==> src/rtl/num_to_keycodes_if.sv <==
// Handshake bundle between the number-to-keycode replayer and its user.
// The master side requests conversions and accepts keycodes; the slave
// side is the replayer itself.
interface num_to_keycodes_if #(
    parameter int WIDTH  = 32,
    parameter int DIGITS = 10
) ();
    logic                  start;
    logic [WIDTH-1:0]      number;
    logic                  kc_ready;
    logic                  kc_valid;
    logic [7:0]            keycode;
    logic [4*DIGITS-1:0]   bcd;
    logic                  busy;
    logic                  done;

    modport master (
        output start, number, kc_ready,
        input  kc_valid, keycode, bcd, busy, done
    );

    modport slave (
        input  start, number, kc_ready,
        output kc_valid, keycode, bcd, busy, done
    );
endinterface

==> src/rtl/num_to_keycodes.sv <==
// Replays an unsigned binary number as PS/2 set-2 make codes, one per
// decimal digit, most significant digit first, optionally followed by ENTER.
// Binary-to-BCD uses sequential double-dabble, one input bit per clock.
module num_to_keycodes #(
    parameter int WIDTH      = 32,
    parameter int DIGITS     = 10,
    parameter int EMIT_ENTER = 1
) (
    input  logic             clk,
    input  logic             rst,
    num_to_keycodes_if.slave bus
);
    localparam int CNT_W = (WIDTH > 1) ? $clog2(WIDTH) : 1;
    localparam int IDX_W = (DIGITS > 1) ? $clog2(DIGITS) : 1;
    localparam logic [7:0] KC_ENTER = 8'h5A;

    typedef enum logic [2:0] {IDLE, CONV, SCAN, EMIT, TERM, FIN} state_t;

    state_t                state, state_next;
    logic [WIDTH-1:0]      shift_r;
    logic [4*DIGITS-1:0]   acc_r;
    logic [4*DIGITS-1:0]   bcd_r;
    logic [CNT_W-1:0]      cnt_r;
    logic [IDX_W-1:0]      idx_r;
    logic [IDX_W-1:0]      idx_dec;
    logic [IDX_W-1:0]      hi_idx;
    logic                  kc_valid_r;
    logic [7:0]            keycode_r;
    logic [4*DIGITS+WIDTH-1:0] step_w;
    logic                  last_bit;
    logic                  xfer;

    // Add 3 to every BCD nibble that is 5 or more, ahead of the shift.
    function automatic logic [4*DIGITS-1:0] dabble_adj(input logic [4*DIGITS-1:0] a);
        logic [4*DIGITS-1:0] r;
        r = a;
        for (int i = 0; i < DIGITS; i++) begin
            if (r[4*i +: 4] >= 4'd5)
                r[4*i +: 4] = r[4*i +: 4] + 4'd3;
        end
        return r;
    endfunction

    // PS/2 set-2 make code of a decimal digit.
    function automatic logic [7:0] digit_code(input logic [3:0] d);
        case (d)
            4'd0:    digit_code = 8'h45;
            4'd1:    digit_code = 8'h16;
            4'd2:    digit_code = 8'h1E;
            4'd3:    digit_code = 8'h26;
            4'd4:    digit_code = 8'h25;
            4'd5:    digit_code = 8'h2E;
            4'd6:    digit_code = 8'h36;
            4'd7:    digit_code = 8'h3D;
            4'd8:    digit_code = 8'h3E;
            4'd9:    digit_code = 8'h46;
            default: digit_code = 8'h00;
        endcase
    endfunction

    assign step_w   = {dabble_adj(acc_r), shift_r} << 1;
    assign last_bit = (cnt_r == CNT_W'(WIDTH - 1));
    assign xfer     = kc_valid_r && bus.kc_ready;
    assign idx_dec  = idx_r - 1'b1;

    // Locate the most significant nonzero digit; zero value maps to digit 0.
    always_comb begin
        hi_idx = '0;
        for (int i = 0; i < DIGITS; i++) begin
            if (bcd_r[4*i +: 4] != 4'd0)
                hi_idx = IDX_W'(i);
        end
    end

    // State register.
    always_ff @(posedge clk or posedge rst) begin
        if (rst)
            state <= IDLE;
        else
            state <= state_next;
    end

    // Next-state decode and status outputs.
    always_comb begin
        state_next = state;
        bus.busy   = (state != IDLE);
        bus.done   = (state == FIN);
        case (state)
            IDLE: if (bus.start) state_next = CONV;
            CONV: if (last_bit) state_next = SCAN;
            SCAN: state_next = EMIT;
            EMIT: if (xfer && idx_r == '0)
                      state_next = (EMIT_ENTER != 0) ? TERM : FIN;
            TERM: if (xfer) state_next = FIN;
            FIN:  state_next = IDLE;
            default: state_next = IDLE;
        endcase
    end

    // Conversion datapath and registered keycode stream.
    always_ff @(posedge clk or posedge rst) begin
        if (rst) begin
            shift_r    <= '0;
            acc_r      <= '0;
            bcd_r      <= '0;
            cnt_r      <= '0;
            idx_r      <= '0;
            kc_valid_r <= 1'b0;
            keycode_r  <= 8'h00;
        end else begin
            case (state)
                IDLE: begin
                    if (bus.start) begin
                        shift_r <= bus.number;
                        acc_r   <= '0;
                        bcd_r   <= '0;
                        cnt_r   <= '0;
                    end
                end
                CONV: begin
                    acc_r   <= step_w[4*DIGITS+WIDTH-1:WIDTH];
                    shift_r <= step_w[WIDTH-1:0];
                    cnt_r   <= cnt_r + 1'b1;
                    if (last_bit)
                        bcd_r <= step_w[4*DIGITS+WIDTH-1:WIDTH];
                end
                SCAN: idx_r <= hi_idx;
                EMIT: begin
                    if (!kc_valid_r) begin
                        // First cycle in EMIT loads the leading digit.
                        kc_valid_r <= 1'b1;
                        keycode_r  <= digit_code(bcd_r[4*int'(idx_r) +: 4]);
                    end else if (bus.kc_ready) begin
                        if (idx_r != '0) begin
                            idx_r     <= idx_dec;
                            keycode_r <= digit_code(bcd_r[4*int'(idx_dec) +: 4]);
                        end else if (EMIT_ENTER != 0) begin
                            keycode_r <= KC_ENTER;
                        end else begin
                            kc_valid_r <= 1'b0;
                            keycode_r  <= 8'h00;
                        end
                    end
                end
                TERM: begin
                    if (xfer) begin
                        kc_valid_r <= 1'b0;
                        keycode_r  <= 8'h00;
                    end
                end
                default: begin
                    kc_valid_r <= 1'b0;
                    keycode_r  <= 8'h00;
                end
            endcase
        end
    end

    assign bus.kc_valid = kc_valid_r;
    assign bus.keycode  = keycode_r;
    assign bus.bcd      = bcd_r;
endmodule

==> src/flat_wrapper.sv <==
// flat-port wrapper written by rule: the top's interface ports become plain ports
module num_to_keycodes_flat 
#(
    parameter int WIDTH      = 32,
    parameter int DIGITS     = 10,
    parameter int EMIT_ENTER = 1
)
  (clk, rst, bus_start, bus_number, bus_kc_ready, bus_kc_valid, bus_keycode, bus_bcd, bus_busy, bus_done);
  num_to_keycodes_if #(.WIDTH(WIDTH), .DIGITS(DIGITS)) bus_i ();
  input  logic clk;
  input  logic rst;
  input wire logic [$bits(bus_i.start)-1:0] bus_start;
  input wire logic [$bits(bus_i.number)-1:0] bus_number;
  input wire logic [$bits(bus_i.kc_ready)-1:0] bus_kc_ready;
  output wire logic [$bits(bus_i.kc_valid)-1:0] bus_kc_valid;
  output wire logic [$bits(bus_i.keycode)-1:0] bus_keycode;
  output wire logic [$bits(bus_i.bcd)-1:0] bus_bcd;
  output wire logic [$bits(bus_i.busy)-1:0] bus_busy;
  output wire logic [$bits(bus_i.done)-1:0] bus_done;
  assign bus_i.start = bus_start;
  assign bus_i.number = bus_number;
  assign bus_i.kc_ready = bus_kc_ready;
  assign bus_kc_valid = bus_i.kc_valid;
  assign bus_keycode = bus_i.keycode;
  assign bus_bcd = bus_i.bcd;
  assign bus_busy = bus_i.busy;
  assign bus_done = bus_i.done;
  num_to_keycodes #(.WIDTH(WIDTH), .DIGITS(DIGITS), .EMIT_ENTER(EMIT_ENTER)) u_core (.clk(clk), .rst(rst), .bus(bus_i));
endmodule
==> config.mk <==
export PLATFORM = sky130hd
export DESIGN_NAME = num_to_keycodes_flat
export DESIGN_NICKNAME = d
export VERILOG_FILES = /design/src/rtl/num_to_keycodes_if.sv /design/src/rtl/num_to_keycodes.sv /design/src/flat_wrapper.sv
export SDC_FILE = /design/constraint.sdc
export NUM_CORES = 1
export LEC_CHECK = 0
export CELL_PAD_IN_SITES_DETAIL_PLACEMENT = 1
export CELL_PAD_IN_SITES_GLOBAL_PLACEMENT = 2
export CORE_ASPECT_RATIO = 1.4
export CORE_MARGIN = 4
export CORE_UTILIZATION = 36
export CTS_BUF_LIST = sky130_fd_sc_hd__clkbuf_8 sky130_fd_sc_hd__clkbuf_16
export CTS_CLUSTER_DIAMETER = 60
export DETAILED_ROUTE_END_ITERATION = 8
export GPL_ROUTABILITY_DRIVEN = 1
export PLACE_DENSITY_LB_ADDON = 0.1
export SYNTH_ARGS = -nofsm -noshare
export SYNTH_HDL_FRONTEND = slang
export SYNTH_SLANG_ARGS = --single-unit
==> constraint.sdc <==
create_clock -name clk -period 5.35 [get_ports clk]
set_input_delay 1.07 -clock clk [delete_from_list [all_inputs] [get_ports clk]]
set_output_delay 1.07 -clock clk [all_outputs]
set_load 0.03 [all_outputs]
==> key figures <==
Yosys
  – List of most frequent post-synthesis cells: 132 x dfrtp_1, 119 x nand2_1, 88 x o21ai_0, 55 x mux2i_1, 43 x a21oi_1
  – Area leader, netlist: dfrtp_1
  – Synth Area per Inst: 9.544 um2
  – Most frequent cell after synthesis: dfrtp_1
  – Top cell type's share of synthesized area: 0.4310
  – Simple-Gate Fraction of Synth Area: 0.1304
  – Largest family of logic cells by synthesized area: compound AO/OA/AOI/OAI gates
  – Total number of yosys warnings: 0
  – Ys flop type: dfrtp_1
  – Synth Area in Adders: 0.04735
  – Netlist cell types: 63
  – Top cells by area, synth: dfrtp_1 43%, mux2i_1 7.2%, nand2_1 5.8%, o21ai_0 5.7%, ha_1 4.7%
  – Post-synth EDFFs: 0
  – Share of flip-flops with an asynchronous set or reset after synthesis: 1.000
  – Mux cell area share after synthesis: 0.1042
  – Synth Area in XOR/XNOR: 0.02988
  – Synthesized area: 7664 um2
  – Flops & latches, synth: 132
  – Syn nets: 868
  – Post-Syn Instances: 803
  – Complex-gate fraction of the synthesized area: 0.2070
  – Seq/Total Area, Yosys: 0.4310

Setup path
  – Crit-path slowest cell: dfrtp_1
  – WP data arrival: 3.60 ns
  – Critical Path RT: 5.67 ns
  – R2r startpoint: u_core.idx_r[1]
  – CP Capture Type: flop
  – Terminus of the critical flop-to-flop path: u_core.bus.keycode[1]
  – Crit-path cells: inv_1 -> ha_1 -> xor2_4 -> mux2i_1 -> a22oi_1 -> a32oi_1 -> inv_1 -> ha_1 -> nor2b_1 -> o21ai_0 -> a32o_1
  – Setup crit start kind: flop
  – Kind of critical path: reg -> reg
  – CP Max Fanout: 13
  – R2R setup slack: 2.07 ns
  – FF-to-FF path depth: 11
  – CP max stage delay: 0.50 ns

Hold path
  – Hold Crit Start: u_core.bus.keycode[6]
  – Hold Crit Endpoint: u_core.bus.keycode[6]
  – Hold Path Stages: 2
  – HP Class: reg -> reg

Power
  – P_sw: 3.339 mW
  – Sequential power share: 0.281
  – Pleak: 3.904 nW
  – Switch share: 0.4810
  – Pwr per Cell Area: 746.9 nW/um2
  – Clock power frac: 0.177
  – Pint: 3.604 mW
  – Logic pwr share: 0.543
  – VDD IR max: 0.2847 mV

Clocking
  – Num CTS Buffers: 17
  – Max Root-Sink Buffers: 2
  – Htree depth: 4
  – Worst skew pair latency: 0.42 ns
  – Post-CTS Hold Fix Bufs: 0
  – CTS resizes: 0
  – Clk slew on worst S/H paths: 0.07 ns
  – Num Clock Sinks: 132
  – Setup Fix Bufs, Post-CTS: 0
  – Clock Tree Root: clkbuf_16
  – CTS tree: built

Timing
  – Final slew viol count: 0
  – Worst-margin pin slew: 1.076 ns
  – Fmax: 0.3045 GHz
  – Setup TNS: 0 ns
  – RSZ-0062 raised after global routing: false
  – Final critical-path required period: 3.284 ns
  – Max_slew headroom: 0.2816
  – Setup Viol. Count Final: 0
  – Final worst path period share: 0.6139
  – Final hold vios: 0
  – Max Clock Skew: 0.01189 ns

Drt
  – Starting DRC count in detailed routing: 300
  – Final ANT Viol Nets: 0
  – Avg WL per Cell: 21.03 um
  – Pre-Repair DR Iteration Count: 4
  – Total routed wirelength: 23870 um
  – Via count: 6424
  – Avg Vias per Cell: 5.660
  – DRC: 0

Place
  – GP Congestion: 0.9520
  – Detail Placement HPWL: 17490 um
  – PortBufs: 85
  – Area after DPL: 8675 um2

Flow run
  – Max cap viols: 0

Global route
  – Antenna violations before repair: 0
  – GRT Total Usage: 0.2013
  – Vias in the first global route: 6854
  – Largest net degree at the start of global routing: 89
  – Gr ovfl total: 0
  – First-pass GRT wire length: 38230 um

Die
  – Top-Level Pins: 87
  – Die Span Y: 180.6 um
  – Placement row count: 62
  – Initial core utilization: 0.3700
  – Die extent in x: 131.3 um
  – Die area: 23720 um2
  – Core Region: 20710 um2

Cells and area
  – Share of layout cells above drive strength 1: 0.08646
  – # diodes: 0
  – Nets@finish: 931
  – P&R area growth vs syn: 21.29%
  – Post-Layout Inst Area: 9295 um2

Status
  – Outcome: finished clean
[routing by layer]
metal / GRT usage / vias up / share of wire / routed length, um
met5: 0 / - / 0 / 0
li1: - / 3010 / - / -
met4: 0.08197 / 0 / 0.033 / 787
met1: 0.2380 / 3225 / 0.41 / 9890
met3: 0.03547 / 41 / 0.034 / 804
met2: 0.3609 / 148 / 0.52 / 12390
[power groups by stage]
| stage | clock network, mW | logic [mW] | registers (mW) |
|---|---|---|---|
| 5_1_grt | 1.29 | 4.17 | 2.01 |
| 6_report | 1.23 | 3.77 | 1.95 |
| 2_1_floorplan | 0 | 2.51 | 1.98 |
| 4_1_cts | 1.25 | 3.81 | 1.94 |
| 3_5_place_dp | 0 | 3.79 | 1.95 |
| 3_3_place_gp | 0 | 3.68 | 1.93 |
[kinds of logic (layout without fill, tap and decap cells)]
| logic type | Yosys count | in the layout |
|---|---|---|
| AOI/OAI and AO/OA | 241 | 241 |
| and+or+nand+nor | 221 | 221 |
| buffers and inverters | 82 | 158 |
| DFF | 132 | 132 |
| other | 1 | 1 |
| adders and majority gates | 29 | 29 |
| xor gates and xnor gates | 24 | 24 |
| muxes | 73 | 73 |
[worst max path at each step]
| stage | to | cells after the start | start |
|---|---|---|---|
| final | u_core.bus.keycode[1] | 11 | u_core.idx_r[1] |
| after floorplan | u_core.acc_r[0] | 1 | rst |
| after global placement | u_core.bus.bcd[8] | 6 | bus_start |
| after detailed placement | u_core.bus.bcd[8] | 6 | bus_start |
| after CTS | u_core.bus.keycode[6] | 9 | u_core.idx_r[0] |
| after global routing | u_core.bus.keycode[1] | 11 | u_core.idx_r[1] |
[final cells by class]
| class | instances | area (um2) |
|---|---|---|
| inverter | 35 | 133.9 |
| clock inverter | 12 | 153.9 |
| clock buffer | 20 | 466.7 |
| fill | 2326 | 11420 |
| sequential | 132 | 3303 |
| tap | 256 | 320.3 |
| timing repair buffer | 91 | 908.4 |
| multi-input combinational | 589 | 4009 |
[flip-flops by register name (all words and copies together) (netlist names)]
| name | flops |
|---|---|
| u_core.acc_r | 40 |
| u_core.bus.bcd | 40 |
| u_core.bus.kc_valid | 1 |
| u_core.bus.keycode | 7 |
| u_core.cnt_r | 5 |
| u_core.idx_r | 4 |
| u_core.shift_r | 32 |
| u_core.state | 3 |
[critical path: cells and delay by family (launching register included)]
family	cells	cell delay, ns
compound gates	4	0.88
fa+ha+maj	2	0.70
flops	1	0.50
xor+xnor	1	0.40
mux	1	0.27
buf+inv	2	0.25
simple gates	1	0.19
[stage by stage]
| step | util | setup slack [ns] | hold WS [ns] | instances | power [mW] |
|---|---|---|---|---|---|
| 5_1_grt | 0.4488 | 1.846 | 0.5147 | 1135 | 7.468 |
| 3_3_place_gp | 0.4188 | 2.132 | 0.4636 | 1103 | 5.610 |
| 3_5_place_dp | 0.4188 | 2.039 | 0.4728 | 1103 | 5.748 |
| 2_1_floorplan | - | 0.7540 | 0.4492 | 803 | 4.495 |
| 4_1_cts | 0.4488 | 2.078 | 0.4896 | 1135 | 7.004 |
| 6_report | 0.4488 | 2.066 | 0.4830 | 1135 | 6.943 |
[cells in the final DEF, fill, tap and decap left out, types with 12 or more instances in the layout]
cell               n
o31ai_1           31
clkdlybuf4s50_1   85
o21ai_0           88
a21o_1            12
nand2b_1          15
mux2i_1           55
xnor2_1           13
mux2_2            14
a21oi_1           42
a32o_1            12
inv_1             33
nor3_1            14
nor2_1            29
clkbuf_16         17
nand2_1          119
dfrtp_1          132
ha_1              29
Note: power is estimated with default switching activity, not from simulation.
